File: config.mk
export PLATFORM = sky130hd
export DESIGN_NAME = mult_datapath
export DESIGN_NICKNAME = d
export VERILOG_FILES = /design/src/rtl/mult_pkg.sv /design/src/rtl/adder9.sv /design/src/rtl/mult_datapath.sv
export SDC_FILE = /design/constraint.sdc
export NUM_CORES = 1
export LEC_CHECK = 0
export ABC_AREA = 1
export CORE_ASPECT_RATIO = 1.4
export CORE_MARGIN = 3
export CORE_UTILIZATION = 30
export CTS_CLUSTER_SIZE = 12
export DETAILED_ROUTE_END_ITERATION = 6
export PLACE_DENSITY_LB_ADDON = 0.3
export RECOVER_POWER = 25
export SLEW_MARGIN = 20
export SYNTH_ARGS = -nofsm -noshare
export SYNTH_HDL_FRONTEND = slang
export SYNTH_HIERARCHICAL = 1
export SYNTH_SLANG_ARGS = --single-unit
File: constraint.sdc
create_clock -name Clk -period 8 [get_ports Clk]
set_input_delay 1.2 -clock Clk [delete_from_list [all_inputs] [get_ports Clk]]
set_output_delay 1.2 -clock Clk [all_outputs]
set_load 0.01 [all_outputs]
File: src/rtl/mult_pkg.sv
// Shared definitions for the 8-bit signed shift-add multiplier datapath:
// default operand width, shift count per multiply and the command encoding
// produced by the datapath's priority encoder.
package mult_pkg;

   localparam int MULT_WIDTH     = 8;
   localparam int SHIFTS_PER_MUL = 8;

   // One decoded command per cycle, highest-priority strobe wins.
   typedef enum logic [2:0] {
      CMD_NONE  = 3'd0,
      CMD_CLRLD = 3'd1,
      CMD_CLRA  = 3'd2,
      CMD_SUB   = 3'd3,
      CMD_ADD   = 3'd4,
      CMD_SHIFT = 3'd5
   } cmd_t;

endpackage : mult_pkg

File: src/rtl/adder9.sv
// Ripple-carry adder built from full adders. Width N defaults to 9
// (operand width plus one sign-extension bit). The carry out of the top
// bit is never formed: the datapath discards it.
module adder9 #(
   parameter int N = 9
) (
   input  logic [N-1:0] a,
   input  logic [N-1:0] b,
   input  logic         cin,
   output logic [N-1:0] sum
);

   logic [N-1:0] w_c;

   assign w_c[0] = cin;

   for (genvar i = 0; i < N; i++) begin : g_fa
      assign sum[i] = a[i] ^ b[i] ^ w_c[i];
      if (i < N - 1) begin : g_carry
         assign w_c[i+1] = (a[i] & b[i]) | (a[i] & w_c[i]) | (b[i] & w_c[i]);
      end
   end

endmodule : adder9

File: src/rtl/mult_datapath.sv
// Register/arithmetic datapath of the 8-bit signed shift-add multiplier.
// Holds X (sign extension), A (accumulator) and B (multiplier); after a full
// run {A,B} is the two's-complement product. S is synchronised with two flops.
// Optional feature macro: MULT_DATAPATH_SHIFT_CNT_EN adds a saturating shift
// counter driving Done; when undefined Done is tied low.
module mult_datapath
   import mult_pkg::*;
#(
   parameter int WIDTH = MULT_WIDTH
) (
   input  logic             Clk,
   input  logic             Reset,
   input  logic [WIDTH-1:0] S,
   input  logic             Clr_Ld,
   input  logic             clearA,
   input  logic             Add,
   input  logic             Sub,
   input  logic             Shift,
   output logic [WIDTH-1:0] Aval,
   output logic [WIDTH-1:0] Bval,
   output logic             X,
   output logic             M,
   output logic             Done
);

   logic [WIDTH-1:0] r_s_q1;
   logic [WIDTH-1:0] r_s_s;
   logic [WIDTH-1:0] r_a;
   logic [WIDTH-1:0] r_b;
   logic             r_x;

   cmd_t             w_cmd;
   logic [WIDTH:0]   w_a_ext;
   logic [WIDTH:0]   w_s_ext;
   logic [WIDTH:0]   w_op_b;
   logic             w_cin;
   logic [WIDTH:0]   w_sum;

   // Two-flop synchroniser for the asynchronous switch operand.
   always_ff @(posedge Clk) begin
      if (Reset) begin
         r_s_q1 <= {WIDTH{1'b0}};
         r_s_s  <= {WIDTH{1'b0}};
      end else begin
         r_s_q1 <= S;
         r_s_s  <= r_s_q1;
      end
   end

   // Priority encoder: Clr_Ld > clearA > Sub > Add > Shift.
   always_comb begin
      w_cmd = CMD_NONE;
      if (Clr_Ld) begin
         w_cmd = CMD_CLRLD;
      end else if (clearA) begin
         w_cmd = CMD_CLRA;
      end else if (Sub) begin
         w_cmd = CMD_SUB;
      end else if (Add) begin
         w_cmd = CMD_ADD;
      end else if (Shift) begin
         w_cmd = CMD_SHIFT;
      end else begin
         w_cmd = CMD_NONE;
      end
   end

   // One shared adder: subtraction inverts the operand and forces carry-in.
   assign w_a_ext = {r_a[WIDTH-1], r_a};
   assign w_s_ext = {r_s_s[WIDTH-1], r_s_s};
   assign w_cin   = (w_cmd == CMD_SUB);
   assign w_op_b  = w_cin ? ~w_s_ext : w_s_ext;

   adder9 #(
      .N(WIDTH + 1)
   ) u_adder (
      .a  (w_a_ext),
      .b  (w_op_b),
      .cin(w_cin),
      .sum(w_sum)
   );

   // X/A/B register update for the decoded command.
   always_ff @(posedge Clk) begin
      if (Reset) begin
         r_x <= 1'b0;
         r_a <= {WIDTH{1'b0}};
         r_b <= {WIDTH{1'b0}};
      end else begin
         case (w_cmd)
            CMD_CLRLD: begin
               r_x <= 1'b0;
               r_a <= {WIDTH{1'b0}};
               r_b <= r_s_s;
            end
            CMD_CLRA: begin
               r_x <= 1'b0;
               r_a <= {WIDTH{1'b0}};
            end
            CMD_SUB, CMD_ADD: begin
               r_x <= w_sum[WIDTH];
               r_a <= w_sum[WIDTH-1:0];
            end
            CMD_SHIFT: begin
               r_a <= {r_x, r_a[WIDTH-1:1]};
               r_b <= {r_a[0], r_b[WIDTH-1:1]};
            end
            default: begin
               r_x <= r_x;
               r_a <= r_a;
               r_b <= r_b;
            end
         endcase
      end
   end

`ifdef MULT_DATAPATH_SHIFT_CNT_EN
   localparam logic [3:0] C_SHIFTS = 4'(SHIFTS_PER_MUL);

   logic [3:0] r_cnt;

   // Saturating count of executed shifts, cleared with each new operand set.
   always_ff @(posedge Clk) begin
      if (Reset) begin
         r_cnt <= 4'd0;
      end else begin
         case (w_cmd)
            CMD_CLRLD, CMD_CLRA: begin
               r_cnt <= 4'd0;
            end
            CMD_SHIFT: begin
               if (r_cnt != C_SHIFTS) begin
                  r_cnt <= r_cnt + 4'd1;
               end else begin
                  r_cnt <= r_cnt;
               end
            end
            default: begin
               r_cnt <= r_cnt;
            end
         endcase
      end
   end

   assign Done = (r_cnt == C_SHIFTS);
`else
   assign Done = 1'b0;
`endif

   assign Aval = r_a;
   assign Bval = r_b;
   assign X    = r_x;
   assign M    = r_b[0];

endmodule : mult_datapath

==> summary.txt, run 1 <==
STA
  – Worst Max-Slew Pin Slew: 0.864 ns
  – Final hold viol count: 0
  – Final critical-path share of the clock period: 71.5%
  – RSZ-0062 raised after global routing: no
  – Worst Skew: 0.00357 ns
  – Setup TNS: 0 ns
  – Slew Viols, Final: 0
  – Worst relative slew slack: 42.2%
  – Final setup fails: 0
  – Post-layout minimum cycle time: 5.72 ns
  – Fmax: 175 MHz

Route
  – Initial DRC Count: 56
  – Via count: 1409
  – Via-to-Cell Ratio: 4.55
  – Detailed Route WL: 3660 um
  – DR WL/cell: 11.8 um
  – DR DRC count: 0
  – Antenna viol nets, final: 0
  – TritonRoute pass-1 iters: 4

Synthesis
  – #FFs+latches synth: 33
  – Mapped Nets: 237
  – Mapped Cells: 214
  – Top cells by count, synth: 41 x nor2_1, 35 x inv_1, 33 x dfxtp_1
  – Predominant post-synthesis flop cell: dfxtp_1
  – Sequential element share of the synthesized area: 38.7%
  – Yosys top cell area share: 38.7%
  – Synthesized area per cell: 7.97 um^2
  – Ys Warns: 6
  – Top-count cell post-synth: nor2_1
  – Async SR Flop Fraction: 0%
  – Synth cell types: 25
  – Top post-synthesis cells by area: dfxtp_1 39%, fa_1 9.4%, nor2_1 9.0%
  – Leading area contributor after synthesis: dfxtp_1
  – Post-synth EDFFs: 0
  – Post-Synthesis Cell Area: 1710 um^2

Hold path
  – Hold_sp: r_s_q1[0]$_SDFF_PP0_
  – Worst Hold Depth: 2
  – Hold EP: r_s_s[0]$_SDFF_PP0_
  – Hold crit path type: flip-flop to flip-flop

CTS
  – Max Buffers Root-to-Sink: 2
  – Clock Sinks: 33
  – CTS root buffer: clkbuf_8
  – Hold-fix buffers, CTS: 0
  – # H-tree levels: 2
  – Setup bufs post-CTS: 0
  – Total CTS buffers: 5
  – CTS resizes: 0
  – Clock transition at the registers of the reported paths: 0.07 ns
  – Latest clock arrival within the worst-skew pair: 0.28 ns
  – CTS tree: done

Setup path
  – Worst-path fanout max: 10
  – Reg2Reg Depth: 17
  – Crit path required time: 8.22 ns
  – Worst path arrival time: 5.95 ns
  – Flop2flop setup slack: 3.99 ns
  – Critical R2R Launch: r_s_s[0]$_SDFF_PP0_
  – Endpoint class of the critical path: flip-flop
  – CP Launch Type: input port
  – Crit Path Class: input port to flip-flop
  – R2R Path End: X$_SDFFE_PP0P_

Die
  – DIE AREA: 6640 um^2
  – Starting Density: 31.9%
  – Die W: 69.7 um
  – CORE AREA: 5350 um^2
  – Die Y: 95.2 um
  – Ports: 34
  – Rows: 31

Cells and area
  – Fraction of layout cells with a size suffix above 1: 6.97%
  – Antenna cell count: 0
  – Net count, final: 266
  – Fillcell total: 565
  – Core Util, Final: 40.2%
  – Area growth, synth to finish: 26.2%

Place
  – Dpl hpwl: 2600 um
  – Port-buffer cells: 32
  – Placer congestion estimate: 0.793

GRT
  – First-pass GRT wire length: 6110 um
  – Initial antenna violation count: 0
  – Vias in the first global route: 1335
  – Largest net degree at the start of global routing: 26
  – GRT Total Usage: 11.6%
  – GRT overflow: 0

Outcome
  – Outcome: completed

Power
  – Leak: 0.888 nW
  – PwrDens: 180 nW/um^2
  – VDD IR-drop max: 0.107 mV

Run
  – Max_cap viols: 0
## through the flow
stage          area, um^2  total power [mW]  hold WS [ns]  std cells  setup slack [ns]
6_report             2150             0.388         0.403        310              2.28
5_1_grt              2150             0.405         0.417        310              2.06
4_1_cts              2150             0.394         0.406        310              2.30
3_5_place_dp         2030             0.228         0.396        302              2.00
3_3_place_gp         2030             0.227         0.390        302              2.11
2_1_floorplan        1710             0.210         0.388        214              2.89
## cell families (layout without fill, tap and decap cells)
| family | Yosys count | after routing | synth area share (%) |
|---|---|---|---|
| AO/OA/AOI/OAI | 25 | 25 | 9.24 |
| XOR/XNOR | 8 | 8 | 4.11 |
| adder cells (fa/ha/maj) | 8 | 8 | 9.39 |
| buffers and inverters | 47 | 77 | 13.1 |
| flip-flops | 33 | 33 | 38.7 |
| other | 1 | 1 | 0.220 |
| AND/OR/NAND/NOR | 92 | 92 | 25.2 |
## worst max-delay path, stage by stage
cell and delay (ns):
clkdlybuf4s50_1 0.66, nor2_2 0.27, nand2_4 0.16, xnor2_1 0.15
inv_1 0.07, fa_1 0.17, inv_1 0.05, fa_1 0.39
fa_1 0.40, fa_1 0.40, fa_1 0.39, fa_1 0.39
fa_1 0.39, fa_1 0.41, inv_1 0.07, nand3_1 0.08
nand2_1 0.07, nand3b_1 0.09, nand2_1 0.06, nor2_1 0.08
## cell usage in the layout (no fill, tap or decap)
cell,count
inv_1,35
nor2_2,1
nand4_2,1
nor2_1,41
bufinv_16,1
inv_8,1
clkbuf_8,6
o2111ai_1,8
nand2_1,24
nand4_4,1
nand3_2,1
nor2_4,1
dfxtp_1,33
nand2_4,2
a21boi_0,1
nand3_1,19
inv_2,1
clkdlybuf4s50_1,31
conb_1,1
o21ai_0,8
a21oi_1,8
dlygate4sd3_1,1
clkinvlp_4,1
xnor2_1,8
fa_1,8
nand3b_1,1
## where the power goes
| group | internal, mW | switching, mW |
|---|---|---|
| Sequential | 0.171 | 0.00472 |
| Combinational | 0.0216 | 0.0263 |
| Clock | 0.101 | 0.0630 |
| Total | 0.294 | 0.0941 |
## layer usage
layer	wire, um	part of all wire (%)	up-vias	track usage, %
met5	0	0	-	0
met4	93	2.5	0	5.75
met3	161	4.4	8	3.06
met2	1790	49	39	20.8
met1	1620	44	641	12.7
li1	-	-	721	-
## worst max-delay path by stage
stage	from	to	slack, ns	cells past startpoint
floorplan	Clr_Ld	X$_SDFFE_PP0P_	2.89	19
CTS	Clr_Ld	X$_SDFFE_PP0P_	2.30	20
global route	Clr_Ld	X$_SDFFE_PP0P_	2.06	20
detailed placement	Clr_Ld	X$_SDFFE_PP0P_	2.00	20
finish	Clr_Ld	X$_SDFFE_PP0P_	2.28	20
global placement	Clr_Ld	X$_SDFFE_PP0P_	2.11	19
## layout make-up
cell class	instances	area [um^2]	area share [%]
Inverter	37	146	6.80
Sequential cell	33	661	30.7
Timing Repair Buffer	32	320	14.9
Clock inverter	2	37.5	1.74
Multi-Input combinational cell	134	822	38.2
Clock buffer	6	82.6	3.84
Tap cell	66	82.6	3.84
## sequential cells by signal, indices dropped and copies added, names as in the netlist
signal and cells:
Aval 8, Bval 8, X 1, r_s_q1 8, r_s_s 8
Power figures use the tool's default switching activity.
==> run 2: changes to the inputs <==
Clock period 8 ns to 4.75 ns, I/O delays scaled along.
==> summary.txt, run 2 (synthesis gave the netlist of run 1 again) <==
Setup path
  – Slowest cell on the critical path: clkdlybuf4s50_1
  – Crit path required time: 4.94 ns (-3.28 ns)
  – CP cell instances: clkdlybuf4s50_1 -> nor2_2 -> nand2_4 -> xnor2_1 -> inv_1 -> fa_1 -> inv_1 -> fa_1 -> fa_2 -> fa_2 -> fa_2 -> fa_2 -> fa_2 -> fa_1 -> nand3_1 -> nand2_1 -> nand3b_1 -> nand2_1 -> nor2_1
  – R2R Path End: X$_SDFFE_PP0P_
  – Crit-path most repeated cell: fa_2
  – Reg2Reg Depth: 16 (-1)
  – Max incr delay on CP: 0.44 ns (-0.22 ns)
  – Flop2flop setup slack: 1.00 ns (-2.99 ns)
  – Endpoint class of the critical path: flip-flop
  – Critical R2R Launch: r_s_s[0]$_SDFF_PP0_
  – Worst path arrival time: 4.71 ns (-1.24 ns)
  – Worst-path fanout max: 4 (-6)
  – CP Launch Type: input port
  – Crit Path Class: input port to flip-flop

CTS
  – Setup bufs post-CTS: 0 (unchanged)
  – Clock transition at the registers of the reported paths: 0.08 ns (about the same)
  – CTS root buffer: clkbuf_8
  – Hold-fix buffers, CTS: 0 (unchanged)
  – Total CTS buffers: 5 (unchanged)
  – Max Buffers Root-to-Sink: 2 (unchanged)
  – # H-tree levels: 2 (unchanged)
  – Latest clock arrival within the worst-skew pair: 0.29 ns (about the same)
  – Clock Sinks: 33 (unchanged)
  – CTS tree: done

GRT
  – Initial antenna violation count: 0 (unchanged)
  – Vias in the first global route: 1404 (+5.2%)
  – Largest net degree at the start of global routing: 26 (unchanged)
  – GRT overflow: 0 (unchanged)
  – Top Usage Layer GRT: met2
  – GRT Total Usage: 12.3% (+0.70 points)
  – Met1 Track Usage GR: 13.6% (+0.93 points)
  – First-pass GRT wire length: 6470 um (+6.0%)
  – Met3 usage: 3.16% (+0.11 points)
  – Grt met2 use: 21.4% (+0.64 points)

Cells and area
  – Core Util, Final: 41.2% (+0.98 points)
  – Fraction of layout cells with a size suffix above 1: 10.8% (+3.9 points)
  – Design area: 2200 um^2 (+2.4%)
  – Most frequent cells in the layout: 41 x nor2_1, 35 x inv_1, 33 x dfxtp_1, 30 x clkdlybuf4s50_1, 24 x nand2_1
  – Fillcell total: 561 (-0.71%)
  – Antenna cell count: 0 (unchanged)
  – Net count, final: 271 (+1.9%)
  – Area growth, synth to finish: 29.3%
  – Commonest non-fill, non-tap cell in the layout: nor2_1

Die
  – DIE AREA: 6640 um^2 (unchanged)
  – Starting Density: 31.9% (unchanged)
  – Rows: 31 (unchanged)
  – CORE AREA: 5350 um^2 (unchanged)
  – Die W: 69.7 um (unchanged)
  – Ports: 34 (unchanged)
  – Die Y: 95.2 um (unchanged)

Power
  – Leak: 0.910 nW (+2.4%)
  – VDD IR-drop max: 0.156 mV (+45%)
  – PwrDens: 299 nW/um^2 (+66%)

STA
  – Worst relative slew slack: 42.3% (+0.15 points)
  – Final setup fails: 0 (unchanged)
  – Worst Max-Slew Pin Slew: 0.862 ns (-0.00230 ns)
  – Final hold viol count: 0 (unchanged)
  – RSZ-0062 raised after global routing: no
  – Post-layout minimum cycle time: 4.52 ns
  – Worst Skew: 0.00768 ns (+0.00412 ns)
  – Slew Viols, Final: 0 (unchanged)
  – Final critical-path share of the clock period: 95.1%
  – Fmax: 221 MHz

Route
  – Detailed Route WL: 3670 um (+0.44%)
  – Via count: 1406 (-0.21%)
  – Via-to-Cell Ratio: 4.46 (-1.8%)
  – Antenna viol nets, final: 0 (unchanged)
  – TritonRoute pass-1 iters: 5 (+1)
  – DR WL/cell: 11.7 um (-1.2%)
  – DR DRC count: 0 (unchanged)
  – Initial DRC Count: 71 (+27%)

Hold path
  – Hold EP: r_s_s[0]$_SDFF_PP0_
  – Hold crit path type: flip-flop to flip-flop
  – Hold_sp: r_s_q1[0]$_SDFF_PP0_
  – Worst Hold Depth: 2 (unchanged)

Place
  – Dpl hpwl: 2610 um (+0.50%)
  – Port-buffer cells: 32 (unchanged)
  – Placed Area: 2070 um^2 (+1.8%)
  – Placer congestion estimate: 0.817 (+3.0%)

Outcome
  – Outcome: completed

Run
  – Max_cap viols: 0 (unchanged)
==> run 2: cell count changes in the layout (fill, tap and decap cells not counted), sizes merged <==
cell           previous run  this run
buf                       0         5
clkdlybuf4s50            31        30
dlymetal6s2s              0         1
==> run 2: metal layers <==
layer | vias up | share of wire, %
met5 | - | 0
met4 | 0 | 2.6
met3 | 8 | 4.2
met2 | 32 | 50
met1 | 637 | 43
li1 | 729 | -
==> run 2: worst max path at each step <==
stage | start | end | depth (start not counted)
finish | Clr_Ld | X$_SDFFE_PP0P_ | 19
global route | Clr_Ld | X$_SDFFE_PP0P_ | 20
CTS | Clr_Ld | X$_SDFFE_PP0P_ | 19
detailed placement | clearA | X$_SDFFE_PP0P_ | 19
global placement | clearA | X$_SDFFE_PP0P_ | 19
floorplan | Clr_Ld | X$_SDFFE_PP0P_ | 19
==> run 2: timing repair <==
action,CTS,global route
pin swaps,1,1
resized for setup,1,5
endpoints found under the setup margin,1,2
==> run 2: power breakdown <==
group	internal (mW)	switching [mW]
clock	0.171	0.109
sequential	0.288	0.00807
combinational	0.0390	0.0448
total	0.497	0.162
==> run 2: final cells by class <==
cell class              instances  area, um^2  area share [%]
multi-input cells             134         835            37.9
flip-flops and latches         33         661            30.0
repair buffers                 37         360            16.3
inverters                      37         146            6.64
clock buffers                   6        82.6            3.75
well taps                      66        82.6            3.75
clock inverters                 2        37.5            1.70
==> run 2: through the flow <==
stage | setup TNS, ns | hold WS, ns | std cells | setup WS [ns] | total power [mW]
after detailed placement | -0.501 | 0.394 | 307 | -0.284 | 0.385
after CTS | 0 | 0.404 | 315 | 0.0276 | 0.670
final | 0 | 0.402 | 315 | 0.232 | 0.659
after global routing | 0 | 0.416 | 315 | 0.00553 | 0.693
after floorplan | 0 | 0.388 | 214 | 0.131 | 0.353
after global placement | -0.408 | 0.389 | 307 | -0.247 | 0.384
==> run 2: worst max-delay path: cells and delay by family <==
family	cells	cell delay, ns
adders and majority gates	8	2.68
and+or+nand+nor	7	0.62
buffers and inverters	3	0.57
xor gates and xnor gates	1	0.13
